==> src/rtl/flp_norm_pkg.sv <==
// Shared definitions for the flp blocks: FP32 width constants and the
// normaliser state encoding.
package flp_norm_pkg;

  localparam int FP32_EWIDTH  = 8;
  localparam int FP32_SWIDTH  = 23;
  localparam int FP32_RSWIDTH = 2;

  typedef enum logic [1:0] {
    ST_IDLE  = 2'd0,
    ST_NORM  = 2'd1,
    ST_ROUND = 2'd2,
    ST_DONE  = 2'd3
  } flp_state_e;

endpackage

==> src/rtl/flp_norm_if.sv <==
// Operand/result handshake bundle for flp_norm. The slave modport is the
// normaliser, the master modport is whoever feeds it and drains results.
interface flp_norm_if
  import flp_norm_pkg::*;
#(
  parameter int EWIDTH  = FP32_EWIDTH,
  parameter int SWIDTH  = FP32_SWIDTH,
  parameter int RSWIDTH = FP32_RSWIDTH
);
  logic                        i_valid;
  logic                        o_ready;
  logic                        i_sign;
  logic [EWIDTH-1:0]           i_ex;
  logic [SWIDTH+RSWIDTH+1:0]   i_sg;
  logic                        o_valid;
  logic                        i_ready;
  logic                        o_sign;
  logic [EWIDTH-1:0]           o_ex;
  logic [SWIDTH-1:0]           o_sg;
  logic                        o_zero;
  logic                        o_ovf;

  modport slave (
    input  i_valid, i_sign, i_ex, i_sg, i_ready,
    output o_ready, o_valid, o_sign, o_ex, o_sg, o_zero, o_ovf
  );

  modport master (
    output i_valid, i_sign, i_ex, i_sg, i_ready,
    input  o_ready, o_valid, o_sign, o_ex, o_sg, o_zero, o_ovf
  );
endinterface

==> src/rtl/flp_rne_round.sv <==
// Combinational rounding of a normalised significand (hidden bit downwards).
// Define FLP_NORM_ROUND_EN for round-to-nearest-even; otherwise truncate.
module flp_rne_round
  import flp_norm_pkg::*;
#(
  parameter int EWIDTH  = FP32_EWIDTH,
  parameter int SWIDTH  = FP32_SWIDTH,
  parameter int RSWIDTH = FP32_RSWIDTH
) (
  input  logic [SWIDTH+RSWIDTH:0] sig,
  input  logic [EWIDTH-1:0]       ex,
  output logic [EWIDTH-1:0]       rnd_ex,
  output logic [SWIDTH-1:0]       rnd_sg
);

`ifdef FLP_NORM_ROUND_EN
  logic [SWIDTH:0]   mant;
  logic              guard_bit;
  logic              sticky_bit;
  logic              inc;
  logic [SWIDTH+1:0] sum;

  assign mant       = sig[SWIDTH+RSWIDTH:RSWIDTH];
  assign guard_bit  = sig[RSWIDTH-1];
  assign sticky_bit = |sig[RSWIDTH-2:0];
  // Ties go to the even significand: only round up on a tie when LSB is odd.
  assign inc        = guard_bit & (sticky_bit | mant[0]);
  assign sum        = {1'b0, mant} + (SWIDTH+2)'(inc);

  always_comb begin
    if (sum[SWIDTH+1]) begin
      rnd_sg = sum[SWIDTH:1];
      rnd_ex = ex + EWIDTH'(1);
    end else begin
      rnd_sg = sum[SWIDTH-1:0];
      rnd_ex = ex;
    end
  end
`else
  logic unused_bits;

  assign rnd_sg      = sig[RSWIDTH +: SWIDTH];
  assign rnd_ex      = ex;
  assign unused_bits = ^{sig[SWIDTH+RSWIDTH], sig[RSWIDTH-1:0]};
`endif

endmodule

==> src/rtl/flp_norm.sv <==
// Floating-point post-add normaliser: one-bit-per-cycle left shift, carry
// correction, rounding and overflow-to-infinity. Rounding mode set by
// FLP_NORM_ROUND_EN (see flp_rne_round).
module flp_norm
  import flp_norm_pkg::*;
#(
  parameter int EWIDTH  = FP32_EWIDTH,
  parameter int SWIDTH  = FP32_SWIDTH,
  parameter int RSWIDTH = FP32_RSWIDTH
) (
  input logic       clk,
  input logic       rst,
  flp_norm_if.slave bus
);

  localparam int W = SWIDTH + RSWIDTH + 2;

  flp_state_e        state_q, state_d;
  logic [W-1:0]      sig_q, sig_d;
  logic [EWIDTH-1:0] ex_q, ex_d;
  logic              sign_q, sign_d;

  logic              res_sign_q, res_sign_d;
  logic [EWIDTH-1:0] res_ex_q, res_ex_d;
  logic [SWIDTH-1:0] res_sg_q, res_sg_d;
  logic              res_zero_q, res_zero_d;
  logic              res_ovf_q, res_ovf_d;

  logic [EWIDTH-1:0] rnd_ex;
  logic [SWIDTH-1:0] rnd_sg;

  flp_rne_round #(
    .EWIDTH (EWIDTH),
    .SWIDTH (SWIDTH),
    .RSWIDTH(RSWIDTH)
  ) u_round (
    .sig   (sig_q[W-2:0]),
    .ex    (ex_q),
    .rnd_ex(rnd_ex),
    .rnd_sg(rnd_sg)
  );

  assign bus.o_ready = (state_q == ST_IDLE);
  assign bus.o_valid = (state_q == ST_DONE);
  assign bus.o_sign  = res_sign_q;
  assign bus.o_ex    = res_ex_q;
  assign bus.o_sg    = res_sg_q;
  assign bus.o_zero  = res_zero_q;
  assign bus.o_ovf   = res_ovf_q;

  always_comb begin
    // NOTE: every variable gets a hold value first so no path infers a latch.
    state_d    = state_q;
    sig_d      = sig_q;
    ex_d       = ex_q;
    sign_d     = sign_q;
    res_sign_d = res_sign_q;
    res_ex_d   = res_ex_q;
    res_sg_d   = res_sg_q;
    res_zero_d = res_zero_q;
    res_ovf_d  = res_ovf_q;

    unique case (state_q)
      ST_IDLE: begin
        if (bus.i_valid) begin
          sig_d   = bus.i_sg;
          ex_d    = bus.i_ex;
          sign_d  = bus.i_sign;
          state_d = ST_NORM;
        end
      end

      ST_NORM: begin
        if (sig_q[W-1]) begin
          // Right shift keeps the dropped bit alive in the sticky position.
          sig_d   = {1'b0, sig_q[W-1:2], sig_q[1] | sig_q[0]};
          ex_d    = (ex_q == '1) ? ex_q : ex_q + EWIDTH'(1);
          state_d = ST_ROUND;
        end else if (sig_q == '0) begin
          ex_d       = '0;
          res_sign_d = sign_q;
          res_ex_d   = '0;
          res_sg_d   = '0;
          res_zero_d = 1'b1;
          res_ovf_d  = 1'b0;
          state_d    = ST_DONE;
        end else if (sig_q[W-2]) begin
          state_d = ST_ROUND;
        end else if (ex_q <= EWIDTH'(1)) begin
          ex_d    = '0;
          state_d = ST_ROUND;
        end else begin
          sig_d = sig_q << 1;
          ex_d  = ex_q - EWIDTH'(1);
        end
      end

      ST_ROUND: begin
        res_sign_d = sign_q;
        res_zero_d = 1'b0;
        if ((ex_q == '1) || (rnd_ex == '1)) begin
          res_ex_d  = '1;
          res_sg_d  = '0;
          res_ovf_d = 1'b1;
        end else begin
          res_ex_d  = rnd_ex;
          res_sg_d  = rnd_sg;
          res_ovf_d = 1'b0;
        end
        state_d = ST_DONE;
      end

      ST_DONE: begin
        if (bus.i_ready) state_d = ST_IDLE;
      end

      default: state_d = ST_IDLE;
    endcase
  end

  // NOTE: state lives only here and uses <=, so every register sees the
  // pre-edge values computed above regardless of statement order.
  always_ff @(posedge clk) begin
    if (rst) begin
      // NOTE: the working registers are cleared too; with no reset they would
      // still be correct (reloaded on accept) but simulate as X until then.
      state_q    <= ST_IDLE;
      sig_q      <= '0;
      ex_q       <= '0;
      sign_q     <= 1'b0;
      res_sign_q <= 1'b0;
      res_ex_q   <= '0;
      res_sg_q   <= '0;
      res_zero_q <= 1'b0;
      res_ovf_q  <= 1'b0;
    end else begin
      state_q    <= state_d;
      sig_q      <= sig_d;
      ex_q       <= ex_d;
      sign_q     <= sign_d;
      res_sign_q <= res_sign_d;
      res_ex_q   <= res_ex_d;
      res_sg_q   <= res_sg_d;
      res_zero_q <= res_zero_d;
      res_ovf_q  <= res_ovf_d;
    end
  end

endmodule

==> src/flat_wrapper.sv <==
// flat-port wrapper written by rule: the top's interface ports become plain ports
module flp_norm_flat import flp_norm_pkg::*;
#(
  parameter int EWIDTH  = FP32_EWIDTH,
  parameter int SWIDTH  = FP32_SWIDTH,
  parameter int RSWIDTH = FP32_RSWIDTH
)
  (clk, rst, bus_i_valid, bus_i_sign, bus_i_ex, bus_i_sg, bus_i_ready, bus_o_ready, bus_o_valid, bus_o_sign, bus_o_ex, bus_o_sg, bus_o_zero, bus_o_ovf);
  flp_norm_if #(.EWIDTH(EWIDTH), .SWIDTH(SWIDTH), .RSWIDTH(RSWIDTH)) bus_i ();
  input logic clk;
  input logic rst;
  input wire logic [$bits(bus_i.i_valid)-1:0] bus_i_valid;
  input wire logic [$bits(bus_i.i_sign)-1:0] bus_i_sign;
  input wire logic [$bits(bus_i.i_ex)-1:0] bus_i_ex;
  input wire logic [$bits(bus_i.i_sg)-1:0] bus_i_sg;
  input wire logic [$bits(bus_i.i_ready)-1:0] bus_i_ready;
  output wire logic [$bits(bus_i.o_ready)-1:0] bus_o_ready;
  output wire logic [$bits(bus_i.o_valid)-1:0] bus_o_valid;
  output wire logic [$bits(bus_i.o_sign)-1:0] bus_o_sign;
  output wire logic [$bits(bus_i.o_ex)-1:0] bus_o_ex;
  output wire logic [$bits(bus_i.o_sg)-1:0] bus_o_sg;
  output wire logic [$bits(bus_i.o_zero)-1:0] bus_o_zero;
  output wire logic [$bits(bus_i.o_ovf)-1:0] bus_o_ovf;
  assign bus_i.i_valid = bus_i_valid;
  assign bus_i.i_sign = bus_i_sign;
  assign bus_i.i_ex = bus_i_ex;
  assign bus_i.i_sg = bus_i_sg;
  assign bus_i.i_ready = bus_i_ready;
  assign bus_o_ready = bus_i.o_ready;
  assign bus_o_valid = bus_i.o_valid;
  assign bus_o_sign = bus_i.o_sign;
  assign bus_o_ex = bus_i.o_ex;
  assign bus_o_sg = bus_i.o_sg;
  assign bus_o_zero = bus_i.o_zero;
  assign bus_o_ovf = bus_i.o_ovf;
  flp_norm #(.EWIDTH(EWIDTH), .SWIDTH(SWIDTH), .RSWIDTH(RSWIDTH)) u_core (.clk(clk), .rst(rst), .bus(bus_i));
endmodule
==> config.mk <==
export PLATFORM = sky130hd
export DESIGN_NAME = flp_norm_flat
export DESIGN_NICKNAME = d
export VERILOG_FILES = /design/src/rtl/flp_norm_pkg.sv /design/src/rtl/flp_norm_if.sv /design/src/rtl/flp_rne_round.sv /design/src/rtl/flp_norm.sv /design/src/flat_wrapper.sv
export SDC_FILE = /design/constraint.sdc
export NUM_CORES = 1
export LEC_CHECK = 0
export CAP_MARGIN = 15
export CORE_ASPECT_RATIO = 0.6
export CORE_MARGIN = 2
export CORE_UTILIZATION = 38
export CTS_BUF_LIST = sky130_fd_sc_hd__clkbuf_2
export DETAILED_ROUTE_END_ITERATION = 12
export GPL_TIMING_DRIVEN = 1
export PLACE_DENSITY_LB_ADDON = 0.3
export SYNTH_ARGS = -nofsm -noshare
export SYNTH_HDL_FRONTEND = slang
export SYNTH_HIERARCHICAL = 1
export SYNTH_SLANG_ARGS = --single-unit
==> constraint.sdc <==
create_clock -name clk -period 2.8 [get_ports clk]
set_input_delay 0.56 -clock clk [delete_from_list [all_inputs] [get_ports clk]]
set_output_delay 0.56 -clock clk [all_outputs]
set_load 0.005 [all_outputs]
# Word-level counts from Yosys, hierarchy flattened
# Index checks and enable logic that the tools add are counted.
[classes] addsub=2 order_cmp=1 eq_ne=14 n_mux=38 bitwise=1 n_reduce_logical=11
[op_table] op="2-to-1 mux 27 bit" count=4
[op_table] op="2-to-1 mux 8 bit" count=9
[op_table] op="2-to-1 mux 23 bit" count=3
[op_table] op="case mux 27 bit (2 select lines)" count=1
[op_table] op="case mux 23 bit (2 select lines)" count=1
[op_table] op="case mux 8 bit (2 select lines)" count=2
[op_table] op="logical NOT 27 bit" count=1
[op_table] op="2-to-1 mux 26 bit" count=1
[op_table] op="2-to-1 mux 2 bit" count=6
[op_table] op="inequality test 3 x 2 -> 1 bit, second input constant" count=3
[op_table] op="AND reduction 3 bit" count=3
[op_table] op="adder 8 x 1 -> 8 bit, second input constant" count=1
[op_table] op="equality test 8 bit, second input constant" count=1
[op_table] op="less-or-equal comparator 8 x 1 -> 1 bit, second input constant" count=1
[op_table] op="case mux 2 bit (4 select lines)" count=1
[op_table] op="subtractor 8 x 1 -> 8 bit, second input constant" count=1
[op_table] op="2-to-1 mux 1 bit" count=7
[op_table] op="inequality test 2 bit, second input constant" count=3
[op_table] op="case mux 1 bit (2 select lines)" count=3
[op_table] op="inequality test 5 x 1 -> 1 bit, second input constant" count=1
[op_table] op="AND reduction 5 bit" count=1
[op_table] op="equality test 2 bit, second input constant" count=2
[op_table] op="inequality test 4 x 3 -> 1 bit, second input constant" count=1
[op_table] op="AND reduction 2 bit" count=2
[op_table] op="7 further kinds" count=8
[word_totals] ff_bits=72 inputBits=40 out_inout_bits=36

# Depth between registers and ports, before layout
# Gate-level depths: netlist of run 1.
[logic_depth] depth_word=6 mapped_depth=9 ltp_nobuf=7

# Modules after synthesis
# Netlist of run 1, hierarchy kept.
[by_module_without_submodules] module="flp_norm" instances=1 cells_each=490 area_each_um2=3953.8 seq_area_each_um2=1441.4
[by_module_without_submodules] module="flp_rne_round" instances=1 cells_each=31 area_each_um2=232.7 seq_area_each_um2=0.0

# Worst setup path before layout of run 1
# No wires, ideal clock.
[synth_timing] kind="reg2reg" startpoint="register u_core.ex_q[2]" endpoint="register u_core.sig_q[12]" setup_time_ns=0.121 arrival_time_ns=2.049 required_ns=2.679 path_slack_ns=0.630 stages_incl_launch_ff=9 n_path_buf=3 synth_period_minus_slack_ns=2.170 cell_sequence="dfxtp_1 -> buf_2 -> or2_2 -> clkbuf_1 -> nor4_4 -> a21oi_2 -> o21ai_4 -> buf_6 -> mux2_2"
[synth_via] elab_chain_cells=3
[synth_rtl] item="start: declaration" line_no="flp_norm.sv:20" text="logic [EWIDTH-1:0] ex_q, ex_d;"
[synth_rtl] item="start signal: assignment" line_no="flp_norm.sv:129" text="ex_q <= '0;"
[synth_rtl] item="start signal: assignment" line_no="flp_norm.sv:139" text="ex_q <= ex_d;"
[synth_rtl] item="less-or-equal comparator 8 x 1 -> 1 bit" line_no="flp_norm.sv:89" text="end else if (ex_q <= EWIDTH'(1)) begin"
[synth_rtl] item="inequality test 3 x 2 -> 1 bit (no source line)"
[synth_rtl] item="AND reduction 5 bit (no source line)"
[synth_rtl] item="end signal: assignment" line_no="flp_norm.sv:138" text="sig_q <= sig_d;"
[synth_rtl] item="end: declaration" line_no="flp_norm.sv:19" text="logic [W-1:0] sig_q, sig_d;"
# No other way between the ends.
# A chain may end at the register's enable or synchronous reset.

# Final worst setup path of run 1
[layout_timing] startpoint="register u_core.sig_q[18]" endpoint="register u_core.sig_q[22]"
[layout_via] elab_chain_cells=3
[layout_rtl] item="logical NOT 27 bit" line_no="flp_norm.sv:79" text="end else if (sig_q == '0) begin"
[layout_rtl] item="inequality test 3 x 2 -> 1 bit (no source line)"
[layout_rtl] item="AND reduction 5 bit (no source line)"
# No other way between the ends.

==> results of run 1 <==
[layout by cell type (no fill, tap or decap), types with 4 or more instances in the layout]
cell,instances
buf_4,21
ha_1,6
nand2_1,54
inv_1,9
nor2_1,55
xnor2_1,6
nand3_1,6
a21oi_1,66
mux2_1,4
nand4_1,4
nor3_1,9
o211ai_1,9
clkbuf_2,9
a22o_1,23
o21ai_0,19
clkdlybuf4s50_1,74
mux2_2,20
o311a_1,7
nor2b_1,29
dfxtp_1,72
nor4_1,11
[metrics by stage]
stage                     setup WS, ps  power (uW)  utilization [%]  hold slack [ps]  instance area [um2]
final                              163        4790             47.2              409                 5020
after global routing              20.0        5130             47.2              366                 5020
after CTS                          225        4770             47.2              368                 5020
after detailed placement           211        4060             45.9              451                 4880
after global placement            45.7        4010             45.7              441                 4860
after floorplan                    630        3560                -              437                 4190
[cell families after synthesis]
family | Yosys count | synth area share, %
AOI/OAI and AO/OA | 148 | 23.2
xor gates and xnor gates | 7 | 1.46
adders and majority gates | 7 | 2.09
buffers and inverters | 79 | 10.6
DFF | 72 | 34.4
muxes | 25 | 6.69
and+or+nand+nor | 183 | 21.5
[state kept, by name, summed over array words and instances (netlist names)]
signal / flops
u_core/bus.o_zero: 1
u_core/bus.o_sign: 1
u_core/sig_q: 27
u_core/sign_q: 1
u_core/bus.o_sg: 23
u_core/ex_q: 8
u_core/bus.o_ex: 8
u_core/bus.o_ovf: 1
u_core/state_q: 2
[final cells by class]
cell class / instances / area [um2] / area share, %
clock buffer: 9 / 45.0 / 0.898
clock inverter: 7 / 95.1 / 1.89
inverter: 9 / 33.8 / 0.673
multi-input combinational: 370 / 2310 / 46.0
sequential: 72 / 1440 / 28.7
tap: 139 / 174 / 3.47
timing repair buffer: 97 / 918 / 18.3
[power groups by stage]
| stage | Clock (uW) | Sequential, uW | Combinational [uW] |
|---|---|---|---|
| after floorplan | 0 | 1480 | 2070 |
| after global placement | 0 | 1610 | 2400 |
| after detailed placement | 0 | 1620 | 2440 |
| after CTS | 718 | 1600 | 2450 |
| after global routing | 760 | 1640 | 2730 |
| final | 695 | 1610 | 2490 |
[layer usage]
| layer | vias to the layer above | share of wire [%] | global-route usage [%] |
|---|---|---|---|
| li1 | 1887 | - | - |
| met4 | 0 | 0.64 | 3.67 |
| met2 | 176 | 39 | 27.0 |
| met1 | 1884 | 51 | 31.1 |
| met5 | - | 0 | 0 |
| met3 | 9 | 9.7 | 6.09 |
[worst paths after layout]
path	start	to	slack, ps	cells after the start
setup / recovery	u_core/sig_q[18]	u_core/sig_q[22]	160	6
hold / removal	rst	u_core/bus.o_ex[6]	410	2
setup reg to reg	u_core/sig_q[18]	u_core/sig_q[22]	160	6
hold reg to reg	u_core/bus.o_ex[6]	u_core/bus.o_ex[6]	470	2
[worst reg2reg max path, stage by stage (launching register included)]
cell,delay (ps)
dfxtp_1,390
nor4_1,560
and4_1,310
buf_4,130
a21oi_2,70
o21ai_4,660
mux2_2,420
==> metrics.md, run 1 <==
| Metric | Value |
|---|---|
| Commonest cells in the netlist | `72 x dfxtp_1, 66 x a21oi_1, 55 x nor2_1` |
| Internal | `2630 uW` |
| Final WL | `11.9 mm` |
| Largest net degree at the start of global routing | `57` |
| Post-synthesis register bit count | `between 70 and 80` |
| Max clock buf depth | `2` |
| Vias | `3956` |
| Cell family with most CP delay | `simple AND/OR/NAND/NOR gates` |
| MaxCap Viol Count | `0` |
| Setup Fix Bufs, Post-CTS | `0` |
| Unrepaired setup endpoints after global routing | `false` |
| Clock sink count | `72` |
| Syn Std Cell Area | `4190 um2` |
| Cell Count Post-Placement | `roughly 690` |
| # nets final | `between 600 and 700` |
| CTS Hold Bufs | `0` |
| Slowest CP cell | `o21ai_4` |
| CP arrival | `3080 ps` |
| Fraction of power consumed by sequential logic | `33.6%` |
| DR pass1 iterations | `5` |
| CP startpoint kind | `flip-flop` |
| I/O Buffers | `75` |
| Drt initial violations | `297` |
| Die height | `85.3 um` |
| Synth async-reset ratio | `0%` |
| Num CTS Buffers | `9` |
| Clock share of power | `14.5%` |
| Number of diodes | `0` |
| Final worst-path cycle share | `94.2%` |
| Crit path kind | `flip-flop to flip-flop` |
| Yosys top cell area share | `around a third` |
| Maximum VDD drop | `0.000364 V` |
| Yosys warning count | `6` |
| Layout area overhead | `19.9%` |
| # setup viols final | `0` |
| Die extent in x | `140 um` |
| Mapped Nets | `568` |
| Cts repair resizes | `0` |
| Crit-path cells | `nor4_1 > and4_1 > buf_4 > a21oi_2 > o21ai_4 > mux2_2` |
| Post-synth EDFFs | `0` |
| HP Class | `input pin to flip-flop` |
| Sw frac | `45.1%` |
| Worst skew pair latency | `approximately 570 ps` |
| Switching power of the nets | `2160 uW` |
| Core ar. | `10600 um2` |
| Power density cells | `approximately 950 nW/um2` |
| Filler Cell Count | `1044` |
| GR Overflow Total | `0` |
| DP HPWL | `8.64 mm` |
| Synth area leader | `dfxtp_1` |
| Filler-free cell count of the finished design | `703` |
| Most common cell in the netlist | `dfxtp_1` |
| H-tree depth | `3` |
| Final antenna-violating net count | `0` |
| Initial antenna violation count | `0` |
| CTS clock-pin slew for the worst setup and hold paths | `210 ps` |
| Total GRT Usage | `20.1%` |
| Initial Utilization | `39.4%` |
| Main area contributors after synthesis | `dfxtp_1 34%, a21oi_1 7.9%, buf_4 5.6%` |
| Status | `completed` |
| Slew headroom | `44.3%` |
| Sequential fraction of the synthesis area | `34.4%` |
| Crit path max fanout | `23` |
| Gpl congestion | `0.878` |
| Setup_tns | `0 ps` |
| Avg Vias per Cell | `5.63` |
| WP data required | `3240 ps` |
| CTS tree | `yes` |
| Wirelength per Cell | `16.9 um` |
| Crit-path max cell delay | `660 ps` |
| Final hold violations | `0` |
| Logic pwr share | `51.9%` |
| Unique masters post-synth | `54` |
| Final Max Slew Viols | `0` |
| Static leakage | `0.00184 uW` |
| Root buffer cell | `clkbuf_2` |
| Clock skew | `42.2 ps` |
| First-pass GRT wire length | `approximately 19 mm` |
| CP endpoint kind | `flip-flop` |
| Main synth FF type | `dfxtp_1` |
| Vias in the first global route | `around 3600` |
| Die area | `11900 um2` |
| Post-layout min period | `about 2600 ps` |
| Highest Clock Rate | `approximately 380 MHz` |
| Post-synthesis cell count | `521` |
| Worst-Margin Slew | `833 ps` |
| Syn_area_per_cell | `around 8.0 um2` |
| I/O pins | `76` |
| Share of cells above drive strength 1 | `12.6%` |
| Worst Path Buf+Inv | `1` |
| Residual DRC count | `0` |
| Row Count | `29` |
Note: power is estimated with default switching activity, not from simulation.
==> run 2, diff against run 1 <==
--- a/config.mk
+++ b/config.mk
@@ -5,6 +5,7 @@
 export SDC_FILE = /design/constraint.sdc
 export NUM_CORES = 1
 export LEC_CHECK = 0
+export ABC_AREA = 1
 export CAP_MARGIN = 15
 export CORE_ASPECT_RATIO = 0.6
 export CORE_MARGIN = 2
==> run 2 against run 1 <==
Against the previous run: via count up 3.8%; clock power down 16%; routed wire length up 3.2%; sequential cell count unchanged; combinational power up 14%; count of clock-buffer cells in the layout unchanged; critical endpoint is now bus_o_ready; synthesized area down 1.4%.
==> metrics.md, run 2 <==
| Metric | Value |
|---|---|
| Syn Std Cell Area | `4130 um2` |
| H-tree depth | `3` |
| Status | `completed` |
| Clock skew | `about 42 ps` |
| Final hold violations | `0` |
| Largest register FFs | `27` |
| Yosys warning count | `6` |
| Crit path kind | `flip-flop to output pin` |
| Main area contributors after synthesis | `dfxtp_1 35%, a21oi_1 8.5%, nand3_1 8.1%` |
| Max clock buf depth | `2` |
| Post-synthesis cell count | `603` |
| CP startpoint kind | `flip-flop` |
| Crit path max fanout | `4` |
| Initial Utilization | `39.1%` |
| Clock share of power | `11.0%` |
| Pwr Total | `between 5000 and 6000 uW` |
| Sw frac | `49.6%` |
| Main synth FF type | `dfxtp_1` |
| DP HPWL | `between 8 and 9 mm` |
| Total GRT Usage | `approximately a fifth` |
| Syn_area_per_cell | `6.84 um2` |
| CTS clock-pin slew for the worst setup and hold paths | `240 ps` |
| I/O Buffers | `75` |
| Maximum VDD drop | `0.000552 V` |
| Setup WS post-layout | `371 ps` |
| Post-layout min period | `~2400 ps` |
| Final worst-path cycle share | `86.8%` |
| Slowest CP cell | `clkdlybuf4s50_1` |
| Setup_tns | `0 ps` |
| Die height | `84.7 um` |
| MaxCap Viol Count | `0` |
| Most flop-heavy register | `u_core/sig_q` |
| Wirelength per Cell | `roughly 16 um` |
| Setup Fix Bufs, Post-CTS | `0` |
| Initial antenna violation count | `0` |
| Unique masters post-synth | `30` |
| Most common cell in the netlist | `nand2_1` |
| Unrepaired setup endpoints after global routing | `false` |
| CTS Hold Bufs | `0` |
| GR Util met1 | `34.0%` |
| Worst Path Buf+Inv | `2` |
| CP endpoint kind | `output pin` |
| Most common cell after layout, fill and taps aside | `nand2_1` |
| Worst skew pair latency | `570 ps` |
| Num CTS Buffers | `9` |
| GR Util met2 | `26.5%` |
| Synth async-reset ratio | `0%` |
| Final Max Slew Viols | `0` |
| Share of cells above drive strength 1 | `under 10%` |
| Fraction of power consumed by sequential logic | `a little over a third` |
| Cell family with most CP delay | `buffers and inverters` |
| Die area | `11700 um2` |
| Vias | `4108` |
| # setup viols final | `0` |
| Commonest cells in the netlist | `82 x nand2_1, 72 x dfxtp_1, 70 x a21oi_1` |
| Drt initial violations | `499` |
| Slew headroom | `27.6%` |
| I/O pins | `76` |
| Highest Clock Rate | `just over 400 MHz` |
| Residual DRC count | `0` |
| Largest net degree at the start of global routing | `approximately 50` |
| Reg2Reg Setup Slack | `between 400 and 500 ps` |
| Synth area leader | `dfxtp_1` |
| Final WL | `between 10 and 15 mm` |
| CP arrival | `1870 ps` |
| DR pass1 iterations | `6` |
| Number of diodes | `0` |
| Switching power of the nets | `2640 uW` |
| Sequential fraction of the synthesis area | `34.9%` |
| Gpl congestion | `0.941` |
| Grt peak-use layer | `met1` |
| First-pass GRT wire length | `roughly 20 mm` |
| Die extent in x | `139 um` |
| Yosys top cell area share | `34.9%` |
| CTS tree | `yes` |
| HP Class | `flip-flop to flip-flop` |
| Root buffer cell | `clkbuf_2` |
| Crit-path max cell delay | `540 ps` |
| Vias in the first global route | `approximately 3700` |
| Mapped Nets | `650` |
| Crit-path cells | `inv_1 > ha_1 > clkdlybuf4s50_1` |
| Layout area overhead | `16.9%` |
| Final antenna-violating net count | `0` |
| Setup WS pre-CTS | `478 ps` |
| Global Route met3 Usage | `a little over 7%` |
| Logic pwr share | `53.5%` |
| Internal | `2680 uW` |
| Core ar. | `10600 um2` |
| Worst-Margin Slew | `between 1000 and 1500 ps` |
| Cts repair resizes | `0` |
| Static leakage | `0.00186 uW` |
| # nets final | `680` |
| Clock sink count | `72` |
| Post-synth EDFFs | `0` |
| WP data required | `2240 ps` |
| Avg Vias per Cell | `5.29` |
| Power density cells | `roughly 1100 nW/um2` |
| Commonest cells after routing, fill and taps aside | `82 x nand2_1, 75 x clkdlybuf4s50_1, 72 x dfxtp_1` |
| Post-synthesis register bit count | `72` |
| Row Count | `29` |
| GR Overflow Total | `0` |
[run 2: kinds of logic after synthesis]
group	Yosys count	synth area share (%)
AO/OA/AOI/OAI	170	22.5
buffers and inverters	124	15.6
XOR/XNOR	4	0.849
flip-flops	72	34.9
adder cells (fa/ha/maj)	7	2.12
AND/OR/NAND/NOR	226	24.0
[run 2: per-stage QoR]
| step | hold WS [ps] | utilization [%] | cells | cell area, um2 |
|---|---|---|---|---|
| CTS | 481 | 45.7 | 777 | 4820 |
| floorplan | 437 | - | 603 | 4130 |
| global route | 506 | 45.7 | 777 | 4820 |
| finish | 480 | 45.7 | 777 | 4820 |
| detailed placement | 458 | 44.7 | 761 | 4720 |
| global placement | 450 | 44.7 | 761 | 4720 |
[run 2: worst paths after layout]
| check | startpoint | to | cells after the start |
|---|---|---|---|
| hold reg to reg | u_core/sig_q[1] | u_core/sig_q[1] | 2 |
| setup / recovery | u_core/state_q[1] | bus_o_ready | 3 |
| setup reg to reg | u_core/state_q[1] | u_core/sig_q[1] | 10 |
| hold / removal | u_core/sig_q[1] | u_core/sig_q[1] | 2 |
[run 2: power groups by stage]
stage	sequential (uW)	clock, uW	combinational, uW
finish	1890	582	2850
global route	1950	645	3190
CTS	1870	600	2810
detailed placement	1900	0	2790
global placement	1880	0	2750
floorplan	1740	0	2270
[run 2: layer usage]
layer | wire [um] | part of all wire [%]
met1 | 6250 | 51
met2 | 4460 | 36
met3 | 1440 | 12
met4 | 125 | 1.0
met5 | 0 | 0
[run 2: cell type report]
cell class              instances  area, um2
multi-input cells             407       2040
clock buffers                   9       45.0
fillers                      1079       5740
repair buffers                 89        856
clock inverters                 7       62.6
well taps                     139        174
flip-flops and latches         72       1440
inverters                      54        203
[run 2: worst register-to-register path, stage by stage (launching register included)]
cell and delay, ps:
dfxtp_1 400, inv_1 100, ha_1 240, inv_1 190, o21ai_0 400, o31ai_1 140, inv_1 100, nand3_2 70
buf_4 270, o21ai_0 220, a21oi_1 60
==> run 3, diff against run 2 <==
--- a/config.mk
+++ b/config.mk
@@ -14,6 +14,7 @@
 export DETAILED_ROUTE_END_ITERATION = 12
 export GPL_TIMING_DRIVEN = 1
 export PLACE_DENSITY_LB_ADDON = 0.3
+export RECOVER_POWER = 50
 export SYNTH_ARGS = -nofsm -noshare
 export SYNTH_HDL_FRONTEND = slang
 export SYNTH_HIERARCHICAL = 1
==> run 3 against run 2 <==
Against the previous run: the run now ends with max-capacitance violations, max-slew violations left; routed wire length grew 0.50%; global-route usage is the same; clock skew grew 0.94 ps; largest power group unchanged; largest cell class unchanged; critical path type is now flip-flop to flip-flop.
==> metrics.md, run 3 (synthesis results as in run 2) <==
| Metric | Value |
|---|---|
| Status | `finished, violations left` |
| Violated checks | `max-capacitance violations, max-slew violations` |
| Clock sink count | `72` |
| Maximum VDD drop | `0.000548 V` |
| Number of diodes | `0` |
| Crit path max fanout | `26` |
| Final worst-path cycle share | `between 80% and 90%` |
| # nets final | `a little under 700` |
| CP endpoint kind | `flip-flop` |
| Fin util | `45.6%` |
| I/O pins | `76` |
| Clock share of power | `between 10 and 15%` |
| Initial antenna violation count | `0` |
| # setup viols final | `0` |
| Commonest cells after routing, fill and taps aside | `82 x nand2_1, 72 x dfxtp_1, 70 x a21oi_1` |
| Fraction of power consumed by sequential logic | `35.8%` |
| First-pass GRT wire length | `19.8 mm` |
| Switching power of the nets | `2630 uW` |
| Vias in the first global route | `3695` |
| Crit path kind | `flip-flop to flip-flop` |
| WHS Endpoint | `u_core/bus.o_zero` |
| DP HPWL | `8.78 mm` |
| GR Overflow Total | `0` |
| H-tree depth | `3` |
| Avg Vias per Cell | `5.40` |
| Final Max Slew Viols | `40` |
| Share of cells above drive strength 1 | `6.74%` |
| Row Count | `29` |
| Highest Clock Rate | `405 MHz` |
| Worst skew pair latency | `about 560 ps` |
| Root buffer cell | `clkbuf_2` |
| Slew headroom | `-0.495%` |
| I/O Buffers | `75` |
| Filler Cell Count | `1081` |
| Logic pwr share | `53.1%` |
| Reg2Reg Setup Slack | `approximately 330 ps` |
| Gpl congestion | `roughly 0.94` |
| DR pass1 iterations | `5` |
| Die extent in x | `about 140 um` |
| Worst R2R End | `u_core/sig_q[19]` |
| Clock skew | `43.0 ps` |
| Max clock buf depth | `2` |
| Post-layout min period | `about 2500 ps` |
| CTS tree | `yes` |
| Setup Fix Bufs, Post-CTS | `0` |
| Layout area overhead | `16.8%` |
| Most common cell after layout, fill and taps aside | `nand2_1` |
| Hold_sp | `u_core/bus.o_zero` |
| Cts repair resizes | `0` |
| Die area | `11700 um2` |
| Setup_tns | `0 ps` |
| Drt initial violations | `462` |
| HP Class | `flip-flop to flip-flop` |
| Power density cells | `1090 nW/um2` |
| Wirelength per Cell | `15.9 um` |
| Worst reg2reg path depth | `9` |
| CTS clock-pin slew for the worst setup and hold paths | `250 ps` |
| CP arrival | `2930 ps` |
| Largest register FFs | `27` |
| WP data required | `3270 ps` |
| Static leakage | `around 0.002 uW` |
| Largest net degree at the start of global routing | `51` |
| Num CTS Buffers | `9` |
| CTS Hold Bufs | `0` |
| Final WL | `12.3 mm` |
| Hold Path Depth | `2` |
| Worst-Margin Slew | `around 1500 ps` |
| Worst reg2reg startpoint | `u_core/state_q[1]` |
| Most flop-heavy register | `u_core/sig_q` |
| Unrepaired setup endpoints after global routing | `false` |
| Final hold violations | `0` |
| Internal | `2620 uW` |
| Core ar. | `about 11000 um2` |
| Die height | `roughly 85 um` |
| Total GRT Usage | `21.1%` |
| MaxCap Viol Count | `1` |
| Final antenna-violating net count | `0` |
| Sw frac | `about half` |
| Vias | `4194` |
| CP startpoint kind | `flip-flop` |
| Residual DRC count | `0` |
| Setup crit start | `u_core/state_q[1]` |
| Initial Utilization | `~39%` |
| Hold_ws | `roughly 480 ps` |
-- run 3: worst max-delay path, stage by stage (launching register included) --
cell and delay [ps]:
dfxtp_1 400, inv_1 100, ha_1 250, buf_4 270, nand3_1 100, inv_1 650
nand3_1 170, o211ai_1 140, o21ai_0 110, a21oi_1 170
-- run 3: power groups by stage --
| stage | clock (uW) | combinational [uW] | sequential, uW |
|---|---|---|---|
| floorplan | 0 | 2270 | 1740 |
| global placement | 0 | 2750 | 1880 |
| detailed placement | 0 | 2790 | 1900 |
| CTS | 600 | 2810 | 1870 |
| global route | 645 | 3130 | 1940 |
| finish | 582 | 2790 | 1880 |
-- run 3: final cells by class --
class	count	area (um2)	share of cell area (%)
Multi-Input combinational cell	407	2040	42.4
Sequential cell	72	1440	29.9
Timing Repair Buffer	89	852	17.7
Inverter	54	203	4.21
Tap cell	139	174	3.61
Clock inverter	7	62.6	1.30
Clock buffer	9	45.0	0.935
-- run 3: worst max-delay path by stage --
| stage | endpoint | cells after the start |
|---|---|---|
| floorplan | u_core/sig_q[10] | 11 |
| global placement | u_core/sig_q[22] | 9 |
| detailed placement | u_core/sig_q[18] | 9 |
| CTS | bus_o_ready | 3 |
| global route | u_core/sig_q[19] | 9 |
| finish | u_core/sig_q[19] | 9 |
-- run 3: metrics by stage --
stage	total power [uW]	std cells	instance area, um2	setup WS (ps)
global route	5710	777	4820	128
finish	5250	777	4820	334
CTS	5280	777	4820	344
floorplan	4010	603	4130	1130
detailed placement	4690	761	4720	478
global placement	4620	761	4720	519
-- run 3: per-layer routing --
metal | part of all wire, % | GRT usage [%] | vias up
met5 | 0 | 0 | -
met4 | 0.75 | 3.71 | 0
met3 | 11 | 7.13 | 11
met2 | 37 | 26.5 | 209
met1 | 52 | 34.0 | 1919
li1 | - | - | 2055
